File: src/rtl/alu_pkg.sv
// Shared ALU result FIFO definitions: opcodes, entry layout and the sticky-overflow rule.
package alu_pkg;
  localparam int ALU_W     = 32;
  localparam int ALU_TAG_W = 4;
  localparam int OP_W      = 4;

  localparam logic [OP_W-1:0] OP_ADD = 4'd0;
  localparam logic [OP_W-1:0] OP_SUB = 4'd1;
  localparam logic [OP_W-1:0] OP_AND = 4'd2;
  localparam logic [OP_W-1:0] OP_OR  = 4'd3;
  localparam logic [OP_W-1:0] OP_XOR = 4'd4;
  localparam logic [OP_W-1:0] OP_SLL = 4'd5;
  localparam logic [OP_W-1:0] OP_SRL = 4'd6;
  localparam logic [OP_W-1:0] OP_LT  = 4'd7;
  localparam logic [OP_W-1:0] OP_GT  = 4'd8;

  // Field order here is the packing order used for the storage word.
  typedef struct packed {
    logic [ALU_W-1:0]     result;
    logic                 zero;
    logic                 overflow;
    logic [OP_W-1:0]      op;
    logic [ALU_TAG_W-1:0] tag;
  } alu_entry_t;

  localparam int ENTRY_W = $bits(alu_entry_t);

  // Only signed add/sub overflow is architecturally meaningful.
  function automatic logic sets_sticky(input logic [OP_W-1:0] op, input logic ovf);
    return ovf && ((op == OP_ADD) || (op == OP_SUB));
  endfunction
endpackage

File: src/rtl/alu_result_fifo_if.sv
// Handshake bundle between the ALU (master) and the result FIFO (slave).
interface alu_result_fifo_if #(
   parameter int WIDTH = 32,
   parameter int TAG_W = 4,
   parameter int DEPTH = 4
);
   localparam int CW = $clog2(DEPTH) + 1;

   logic             in_valid;
   logic             in_ready;
   logic [WIDTH-1:0] in_result;
   logic             in_zero;
   logic             in_overflow;
   logic [3:0]       in_op;
   logic [TAG_W-1:0] in_tag;
   logic             out_valid;
   logic             out_ready;
   logic [WIDTH-1:0] out_result;
   logic             out_zero;
   logic             out_overflow;
   logic [3:0]       out_op;
   logic [TAG_W-1:0] out_tag;
   logic [CW-1:0]    count;
   logic             ovf_sticky;
   logic             clr_sticky;

   modport master (
      output in_valid, in_result, in_zero, in_overflow, in_op, in_tag, out_ready, clr_sticky,
      input  in_ready, out_valid, out_result, out_zero, out_overflow, out_op, out_tag,
             count, ovf_sticky
   );

   modport slave (
      input  in_valid, in_result, in_zero, in_overflow, in_op, in_tag, out_ready, clr_sticky,
      output in_ready, out_valid, out_result, out_zero, out_overflow, out_op, out_tag,
             count, ovf_sticky
   );
endinterface

File: src/rtl/alu_res_regfile.sv
// DEPTH x EW storage, one synchronous write port and one asynchronous read port; no reset.
module alu_res_regfile #(
   parameter int DEPTH = 4,
   parameter int EW    = 42,
   parameter int AW    = $clog2(DEPTH)
) (
   input  logic          clk,
   input  logic          we_i,
   input  logic [AW-1:0] waddr_i,
   input  logic [EW-1:0] wdata_i,
   input  logic [AW-1:0] raddr_i,
   output logic [EW-1:0] rdata_o
);
   logic [EW-1:0] mem_q [DEPTH];

   always_ff @(posedge clk) begin
      if (we_i) mem_q[waddr_i] <= wdata_i;
   end

   assign rdata_o = mem_q[raddr_i];
endmodule

File: src/rtl/alu_result_fifo.sv
// FWFT result FIFO behind the ALU with a sticky ADD/SUB overflow bit.
// Optional same-cycle empty bypass: define ALU_RES_BYPASS_EN.
module alu_result_fifo
   import alu_pkg::*;
#(
   parameter int WIDTH = ALU_W,
   parameter int DEPTH = 4,
   parameter int TAG_W = ALU_TAG_W
) (
   input logic               clk,
   input logic               rst,
   alu_result_fifo_if.slave  bus
);
   localparam int PW = $clog2(DEPTH);
   localparam int CW = PW + 1;
   localparam int EW = WIDTH + 2 + OP_W + TAG_W;

   logic [PW-1:0]    wptr_q, wptr_d, rptr_q, rptr_d;
   logic [CW-1:0]    count_q, count_d;
   logic [DEPTH-1:0] seen_q, seen_d;
   logic             sticky_q, sticky_d;
   logic             accept, push, pop, bypass, empty;
   logic [EW-1:0]    wdata, rdata, head, shown;

   assign empty  = (count_q == '0);
   assign accept = bus.in_valid && bus.in_ready;
   assign wdata  = {bus.in_result, bus.in_zero, bus.in_overflow, bus.in_op, bus.in_tag};

`ifdef ALU_RES_BYPASS_EN
   assign bypass = empty && bus.in_valid && bus.out_ready;
   assign shown  = bypass ? wdata : head;
`else
   assign bypass = 1'b0;
   assign shown  = head;
`endif

   // A bypassed word is consumed in flight and never touches storage.
   assign push = accept && !bypass;
   assign pop  = !empty && bus.out_ready;

   alu_res_regfile #(.DEPTH(DEPTH), .EW(EW)) u_regfile (
      .clk     (clk),
      .we_i    (push),
      .waddr_i (wptr_q),
      .wdata_i (wdata),
      .raddr_i (rptr_q),
      .rdata_o (rdata)
   );

   // Storage has no reset; slots not written since reset read as zero.
   assign head = seen_q[rptr_q] ? rdata : '0;

   assign bus.in_ready   = (count_q != CW'(DEPTH));
   assign bus.out_valid  = !empty || bypass;
   assign {bus.out_result, bus.out_zero, bus.out_overflow, bus.out_op, bus.out_tag} = shown;
   assign bus.count      = count_q;
   assign bus.ovf_sticky = sticky_q;

   always_comb begin
      wptr_d   = wptr_q;
      rptr_d   = rptr_q;
      count_d  = count_q;
      seen_d   = seen_q;
      sticky_d = sticky_q;
      if (push) begin
         wptr_d         = wptr_q + PW'(1);
         seen_d[wptr_q] = 1'b1;
      end
      if (pop) rptr_d = rptr_q + PW'(1);
      case ({push, pop})
         2'b10:   count_d = count_q + CW'(1);
         2'b01:   count_d = count_q - CW'(1);
         default: count_d = count_q;
      endcase
      // A setting push beats a same-cycle clear.
      if (accept && sets_sticky(bus.in_op, bus.in_overflow)) sticky_d = 1'b1;
      else if (bus.clr_sticky)                                  sticky_d = 1'b0;
   end

   always_ff @(posedge clk or posedge rst) begin
      if (rst) begin
         wptr_q   <= '0;
         rptr_q   <= '0;
         count_q  <= '0;
         seen_q   <= '0;
         sticky_q <= 1'b0;
      end else begin
         wptr_q   <= wptr_d;
         rptr_q   <= rptr_d;
         count_q  <= count_d;
         seen_q   <= seen_d;
         sticky_q <= sticky_d;
      end
   end
endmodule

File: src/flat_wrapper.sv
// flat-port wrapper written by rule: the top's interface ports become plain ports
module alu_result_fifo_flat import alu_pkg::*;
#(
   parameter int WIDTH = ALU_W,
   parameter int DEPTH = 4,
   parameter int TAG_W = ALU_TAG_W
)
  (clk, rst, bus_in_valid, bus_in_result, bus_in_zero, bus_in_overflow, bus_in_op, bus_in_tag, bus_out_ready, bus_clr_sticky, bus_in_ready, bus_out_valid, bus_out_result, bus_out_zero, bus_out_overflow, bus_out_op, bus_out_tag, bus_count, bus_ovf_sticky);
  alu_result_fifo_if #(.WIDTH(WIDTH), .TAG_W(TAG_W), .DEPTH(DEPTH)) bus_i ();
  input logic clk;
  input logic rst;
  input wire logic [$bits(bus_i.in_valid)-1:0] bus_in_valid;
  input wire logic [$bits(bus_i.in_result)-1:0] bus_in_result;
  input wire logic [$bits(bus_i.in_zero)-1:0] bus_in_zero;
  input wire logic [$bits(bus_i.in_overflow)-1:0] bus_in_overflow;
  input wire logic [$bits(bus_i.in_op)-1:0] bus_in_op;
  input wire logic [$bits(bus_i.in_tag)-1:0] bus_in_tag;
  input wire logic [$bits(bus_i.out_ready)-1:0] bus_out_ready;
  input wire logic [$bits(bus_i.clr_sticky)-1:0] bus_clr_sticky;
  output wire logic [$bits(bus_i.in_ready)-1:0] bus_in_ready;
  output wire logic [$bits(bus_i.out_valid)-1:0] bus_out_valid;
  output wire logic [$bits(bus_i.out_result)-1:0] bus_out_result;
  output wire logic [$bits(bus_i.out_zero)-1:0] bus_out_zero;
  output wire logic [$bits(bus_i.out_overflow)-1:0] bus_out_overflow;
  output wire logic [$bits(bus_i.out_op)-1:0] bus_out_op;
  output wire logic [$bits(bus_i.out_tag)-1:0] bus_out_tag;
  output wire logic [$bits(bus_i.count)-1:0] bus_count;
  output wire logic [$bits(bus_i.ovf_sticky)-1:0] bus_ovf_sticky;
  assign bus_i.in_valid = bus_in_valid;
  assign bus_i.in_result = bus_in_result;
  assign bus_i.in_zero = bus_in_zero;
  assign bus_i.in_overflow = bus_in_overflow;
  assign bus_i.in_op = bus_in_op;
  assign bus_i.in_tag = bus_in_tag;
  assign bus_i.out_ready = bus_out_ready;
  assign bus_i.clr_sticky = bus_clr_sticky;
  assign bus_in_ready = bus_i.in_ready;
  assign bus_out_valid = bus_i.out_valid;
  assign bus_out_result = bus_i.out_result;
  assign bus_out_zero = bus_i.out_zero;
  assign bus_out_overflow = bus_i.out_overflow;
  assign bus_out_op = bus_i.out_op;
  assign bus_out_tag = bus_i.out_tag;
  assign bus_count = bus_i.count;
  assign bus_ovf_sticky = bus_i.ovf_sticky;
  alu_result_fifo #(.WIDTH(WIDTH), .DEPTH(DEPTH), .TAG_W(TAG_W)) u_core (.clk(clk), .rst(rst), .bus(bus_i));
endmodule
File: config.mk
export PLATFORM = sky130hd
export DESIGN_NAME = alu_result_fifo_flat
export DESIGN_NICKNAME = d
export VERILOG_FILES = /design/src/rtl/alu_pkg.sv /design/src/rtl/alu_result_fifo_if.sv /design/src/rtl/alu_res_regfile.sv /design/src/rtl/alu_result_fifo.sv /design/src/flat_wrapper.sv
export SDC_FILE = /design/constraint.sdc
export NUM_CORES = 1
export LEC_CHECK = 0
export ABC_CLOCK_PERIOD_IN_PS = 5850
export CAP_MARGIN = 10
export CELL_PAD_IN_SITES_DETAIL_PLACEMENT = 0
export CELL_PAD_IN_SITES_GLOBAL_PLACEMENT = 1
export CORE_ASPECT_RATIO = 1.2
export CORE_MARGIN = 8
export CORE_UTILIZATION = 40
export DETAILED_ROUTE_END_ITERATION = 8
export PLACE_DENSITY = 0.77
export SYNTH_ARGS = -nofsm -noshare
export SYNTH_HDL_FRONTEND = slang
export SYNTH_HIERARCHICAL = 1
export SYNTH_SLANG_ARGS = --single-unit
File: constraint.sdc
create_clock -name clk -period 5.85 [get_ports clk]
set_clock_uncertainty 0.15 [all_clocks]
set_input_delay 0.585 -clock clk [delete_from_list [all_inputs] [get_ports clk]]
set_output_delay 0.585 -clock clk [all_outputs]
set_load 0.1 [all_outputs]
==> impl_results.md, run 1 <==
- Status: finished clean
- Htree depth: 4
- HP Class: flop to flop
- Clock buffer depth: 2
- Die H: 162 µm
- Routed length per instance: around 20 µm
- CP endpoint kind: output port
- Largest net degree at the start of global routing: between 40 and 50
- Syn Std Cell Area: roughly 7100 µm²
- Startpoint class of the critical path: flop
- Final Core Density: between 50% and 60%
- TritonCTS buffer count: 17
- Final hold violation count: 0
- Post-synth top cells: 168 x edfxtp_1, 41 x mux4_2, 24 x and2_4
- Final worst-path cycle share: about two thirds
- Area growth syn-to-layout: 23.7%
- Number of flops mapped to enable cells by yosys: about 170
- Row count: 53
- Number of I/O port buffers: 94
- Max Clk Rate: about 0.25 GHz
- CTS sink cnt: 180
- Core outline area: between 15000 and 20000 µm²
- Placed standard-cell area: 8240 µm²
- Starting Density: 40.7%
- DRC: 0
- Count leader, synth: edfxtp_1
- Synthesized Nets: 370
- Cell variety after synth: 30
- Worst setup path class: flop to output port
- Final instance area: about 8800 µm²
- Register area: ~5400 µm²
- Synthesized flop and latch total: 180
- Ant diodes: 0
- GRT Util Overall: roughly 12%
- Data arrival time of the worst path: between 3000 and 4000 ps
- Post-DRT Antenna Nets: 0
- Post-CTS sizing: 0
- Clock transition at the registers of the reported paths: ~60 ps
- Via Count: 3295
- Drt pass-1 iters: 4
- Die area: 22300 µm²
- Postcts setup bufs: 0
- CP required: between 5000 and 6000 ps
- HPWL Detailed: between 8000 and 9000 µm
- Relative slew slack: between 20 and 30%
- Vias in the first global route: between 3k and 4k
- GP Congestion: a little under 0.7
- Setup TNS: 0 ps
- Final wirelength: roughly 13000 µm
- Hold Buf Count CTS: 0
- Area of the multi-input gates: around 1600 µm²
- Syn_area_per_cell: 22.5 µm²
- Worst slew pin tran: 1080 ps
- TritonCTS clock tree: built
- First-pass GRT wire length: 20400 µm
- Ys flop type: edfxtp_1
- Sequential element share of the synthesized area: around three quarters
- Cell count after synthesis: 317
- Max-slew violations: 0
- Worst skew pair latency: around 420 ps
- Die Width: ~140 µm
- Synth top area cells: edfxtp_1 71%, mux4_2 13%, dfrtp_1 4.2%
- Worst-path fanout max: 44
- Crit path time final: roughly 4000 ps
- Max-cap violation count: 0
- Ports: 95
- Share of cells above drive strength 1: between 20% and 30%
- GRT overflow: 0
- DRT iter0 DRCs: between 150 and 200
- Synth warn: 6
- Nets: between 400 and 500
- Initial antenna violation count: 1
- Asr flop ratio synth: under 10%
- Vias/cell: about 5.0
- Synth area leader: edfxtp_1
- Fill cells: roughly 1.5k
- CTS root buf: clkbuf_16
- Share of Yosys cell area claimed by the top area cell type: between 70 and 80%
- RSZ-0062 raised after global routing: no
- Count of final setup violators: 0
[per-stage QoR]
step,setup WS (ps),instances,hold slack [ps]
after global routing,1610,656,339
after global placement,2190,624,287
after CTS,1740,656,319
final,1850,656,312
after floorplan,414,317,273
after detailed placement,2190,624,300
[path summary, 6_finish.rpt]
check / start / endpoint / slack (ps) / cells after the start
setup / recovery: u_core/rptr_q[0] / bus_out_result[31] / 1850 / 4
hold / removal: u_core/seen_q[1] / u_core/seen_q[1] / 310 / 1
setup reg to reg: u_core/bus.count[2] / u_core/u_regfile/mem_q[0][41] / 3160 / 5
hold reg to reg: u_core/seen_q[1] / u_core/seen_q[1] / 310 / 1
max in group asynchronous: rst / u_core/rptr_q[0] / 4820 / 2
min in group asynchronous: rst / u_core/bus.ovf_sticky / 330 / 2
[cell type report]
type	count	area share [%]
clock buffers	17	4.83
clock inverters	15	1.62
well taps	220	3.12
flip-flops and latches	180	60.7
inverters	8	0.369
multi-input cells	115	18.1
repair buffers	101	11.3
[layout by cell type (no fill, tap or decap), types with 2 or more instances in the layout]
| master | instances |
|---|---|
| mux4_1 | 2 |
| and2_1 | 18 |
| buf_4 | 7 |
| and3b_2 | 2 |
| clkinv_8 | 2 |
| inv_1 | 7 |
| clkinv_4 | 2 |
| ha_1 | 5 |
| mux4_2 | 41 |
| clkinv_1 | 2 |
| inv_6 | 4 |
| xor2_1 | 3 |
| xnor2_1 | 3 |
| and2_4 | 24 |
| clkbuf_16 | 17 |
| edfxtp_1 | 168 |
| inv_8 | 4 |
| a21o_1 | 4 |
| clkdlybuf4s50_1 | 94 |
| dfrtp_1 | 10 |
[logic make-up (layout without fill, tap and decap cells)]
group | Yosys count | in the layout | synth area share [%]
and+or+nand+nor | 52 | 52 | 5.62
muxes | 45 | 45 | 14.1
AOI/OAI and AO/OA | 6 | 6 | 0.633
DFF | 180 | 180 | 75.1
xor gates and xnor gates | 6 | 6 | 0.738
buffers and inverters | 22 | 141 | 2.71
adders and majority gates | 6 | 6 | 1.16
[layer usage]
metal	wire [µm]	global-route usage, %
met1	5360	15.0
met2	6800	20.3
met3	872	4.39
met4	131	3.96
met5	13	0
[flip-flops by register name, summed over array words and instances, names as in the netlist]
signal and count:
u_core/rptr_q 2, u_core/seen_q 4, u_core/bus.ovf_sticky 1, u_core/u_regfile/mem_q 168
u_core/bus.count 3, u_core/wptr_q 2
[critical path, stage by stage (launching register included)]
cell,delay [ps]
dfrtp_4,410
buf_4,680
mux4_1,640
and2_1,140
clkdlybuf4s50_1,960
Power of run 1 is left out: the tool's default activity adds up to more than one toggle a clock period on the data nets, which glitch-free logic cannot reach.
==> run 2, diff against run 1 <==
--- a/config.mk
+++ b/config.mk
@@ -5,7 +5,7 @@
 export SDC_FILE = /design/constraint.sdc
 export NUM_CORES = 1
 export LEC_CHECK = 0
-export ABC_CLOCK_PERIOD_IN_PS = 5850
+export ABC_CLOCK_PERIOD_IN_PS = 3530
 export CAP_MARGIN = 10
 export CELL_PAD_IN_SITES_DETAIL_PLACEMENT = 0
 export CELL_PAD_IN_SITES_GLOBAL_PLACEMENT = 1
@@ -13,7 +13,7 @@
 export CORE_MARGIN = 8
 export CORE_UTILIZATION = 40
 export DETAILED_ROUTE_END_ITERATION = 8
-export PLACE_DENSITY = 0.77
+export PLACE_DENSITY = 0.8
 export SYNTH_ARGS = -nofsm -noshare
 export SYNTH_HDL_FRONTEND = slang
 export SYNTH_HIERARCHICAL = 1
==> constraint.sdc (replaced) <==
create_clock -name clk -period 3.53 [get_ports clk]
set_clock_uncertainty 0.15 [all_clocks]
set_input_delay 0.353 -clock clk [delete_from_list [all_inputs] [get_ports clk]]
set_output_delay 0.353 -clock clk [all_outputs]
set_load 0.1 [all_outputs]
==> impl_results.md, run 2 (synthesized netlist as in run 1, its figures left out) <==
- Status: finished clean (unchanged)
- Die Width: 138 µm (unchanged)
- Slowest-stage cell, CP: mux4_2 (was clkdlybuf4s50_1)
- Htree depth: 4 (unchanged)
- Core outline area: 17500 µm² (unchanged)
- Crit-path cells: mux4_2, and2_1, buf_12 (was buf_4, mux4_1, and2_1, clkdlybuf4s50_1)
- Area of the multi-input gates: 1600 µm² (was 1590 µm²)
- Die H: 162 µm (unchanged)
- Starting Density: 40.7% (unchanged)
- Clock buffer depth: 2 (unchanged)
- Worst-path fanout max: 42 (was 44)
- GRT overflow: 0 (unchanged)
- Max reg flops: 168 (unchanged)
- Post-CTS sizing: 0 (unchanged)
- Startpoint class of the critical path: flop (unchanged)
- CP endpoint kind: output port (unchanged)
- Most common cell after layout, fill and taps aside: edfxtp_1 (unchanged)
- Placed cells: 626 (was 624)
- CP required: 3030 ps (was 5120 ps)
- Commonest cells after routing, fill and taps aside: 168 x edfxtp_1, 52 x clkdlybuf4s50_1, 44 x buf_12 (was 168 x edfxtp_1, 94 x clkdlybuf4s50_1, 41 x mux4_2)
- Setup TNS: 0 ps (unchanged)
- Ports: 95 (unchanged)
- Clock transition at the registers of the reported paths: 60 ps (about the same)
- Worst r2r src: u_core/bus.count[0] (was u_core/bus.count[2])
- Register area: 5350 µm² (unchanged)
- Max Clk Rate: between 0.3 and 0.4 GHz
- Vias in the first global route: 3597 (was 3624)
- Worst setup margin: 579 ps (was 1850 ps)
- Critical Path Max Stage Delay: 920 ps (was 960 ps)
- Data arrival time of the worst path: 2450 ps (was 3270 ps)
- Number of I/O port buffers: 94 (unchanged)
- DRT iter0 DRCs: 231 (was 172)
- Worst skew pair latency: 410 ps (was 420 ps)
- Fill cells: 1365 (was 1451)
- Routed length per instance: 19.5 µm (was 20.1 µm)
- Max-cap violation count: 0 (unchanged)
- DRC: 0 (unchanged)
- HP Class: input port to async pin (was flop to flop)
- Via Count: 3257 (was 3295)
- Worst slew pin tran: 983 ps (was 1080 ps)
- CTS sink cnt: 180 (unchanged)
- Initial antenna violation count: 1 (unchanged)
- GP Congestion: 0.685 (was 0.677)
- Drt pass-1 iters: 4 (unchanged)
- Largest Register: u_core/u_regfile/mem_q (unchanged)
- Final Core Density: 52.8% (was 50.3%)
- Row count: 53 (unchanged)
- Max-slew violations: 0 (unchanged)
- Ant diodes: 0 (unchanged)
- Hold Buf Count CTS: 0 (unchanged)
- RSZ-0062 raised after global routing: no (unchanged)
- Final wirelength: 12800 µm (was 13200 µm)
- TritonCTS buffer count: 17 (unchanged)
- Relative slew slack: 34.3% (was 27.5%)
- TritonCTS clock tree: built (unchanged)
- HPWL Detailed: 8330 µm (was 8130 µm)
- GRT Util Overall: 12.2% (was 12.4%)
- CTS root buf: clkbuf_16 (unchanged)
- Post-DRT Antenna Nets: 0 (unchanged)
- Final worst-path cycle share: 83.6%
- Area growth syn-to-layout: 29.9% (was 23.7%)
- Final Non-Filler Cells: 657 (was 656)
- Worst setup path class: flop to output port (unchanged)
- Die area: 22300 µm² (unchanged)
- First-pass GRT wire length: 20300 µm (was 20400 µm)
- Share of cells above drive strength 1: 35.2% (was 25.9%)
- Count of final setup violators: 0 (unchanged)
- Nets: 478 (was 476)
- Final hold violation count: 0 (unchanged)
- Worst Setup SP: u_core/rptr_q[0] (unchanged)
- Vias/cell: 4.96 (was 5.02)
- Setup slack at placement: 958 ps (was 2190 ps)
- Postcts setup bufs: 0 (unchanged)
- Crit path time final: just under 3000 ps
- Largest net degree at the start of global routing: 44 (was 45)
[run 2: per-layer routing]
layer  global-route usage (%)  wire length [µm]
met1                     14.7              5140
met2                     20.5              6780
met3                     3.55               732
met4                     4.26               136
met5                        0                13
[run 2: final cells by class]
class	count	share of cell area (%)
timing repair buffer	103	15.7
multi-input combinational	115	17.3
clock inverter	11	1.14
inverter	8	0.352
tap	220	2.98
sequential	180	57.8
clock buffer	20	4.72
[run 2: worst paths after layout]
check | end | slack [ps] | depth (start not counted)
max in group asynchronous | u_core/rptr_q[0] | 2690 | 2
setup / recovery | bus_out_tag[1] | 580 | 3
setup reg to reg | u_core/bus.count[2] | 1230 | 8
min in group clk | u_core/seen_q[2] | 300 | 1
hold / removal | u_core/bus.ovf_sticky | 140 | 2
hold reg to reg | u_core/seen_q[2] | 300 | 1
[run 2: per-stage QoR]
step,hold WS [ps],instance area (µm²)
6_report,140,9250
5_1_grt,160,9250
4_1_cts,132,9250
3_5_place_dp,289,8710
3_3_place_gp,291,8710
2_1_floorplan,67.7,7130
[run 2: worst max-delay path: cells and delay by family, from the launching register on]
kind	cells	cell delay, ps
simple gates	1	350
mux	1	920
flops	1	590
buf+inv	1	170
Power of run 2 is left out for the same reason.
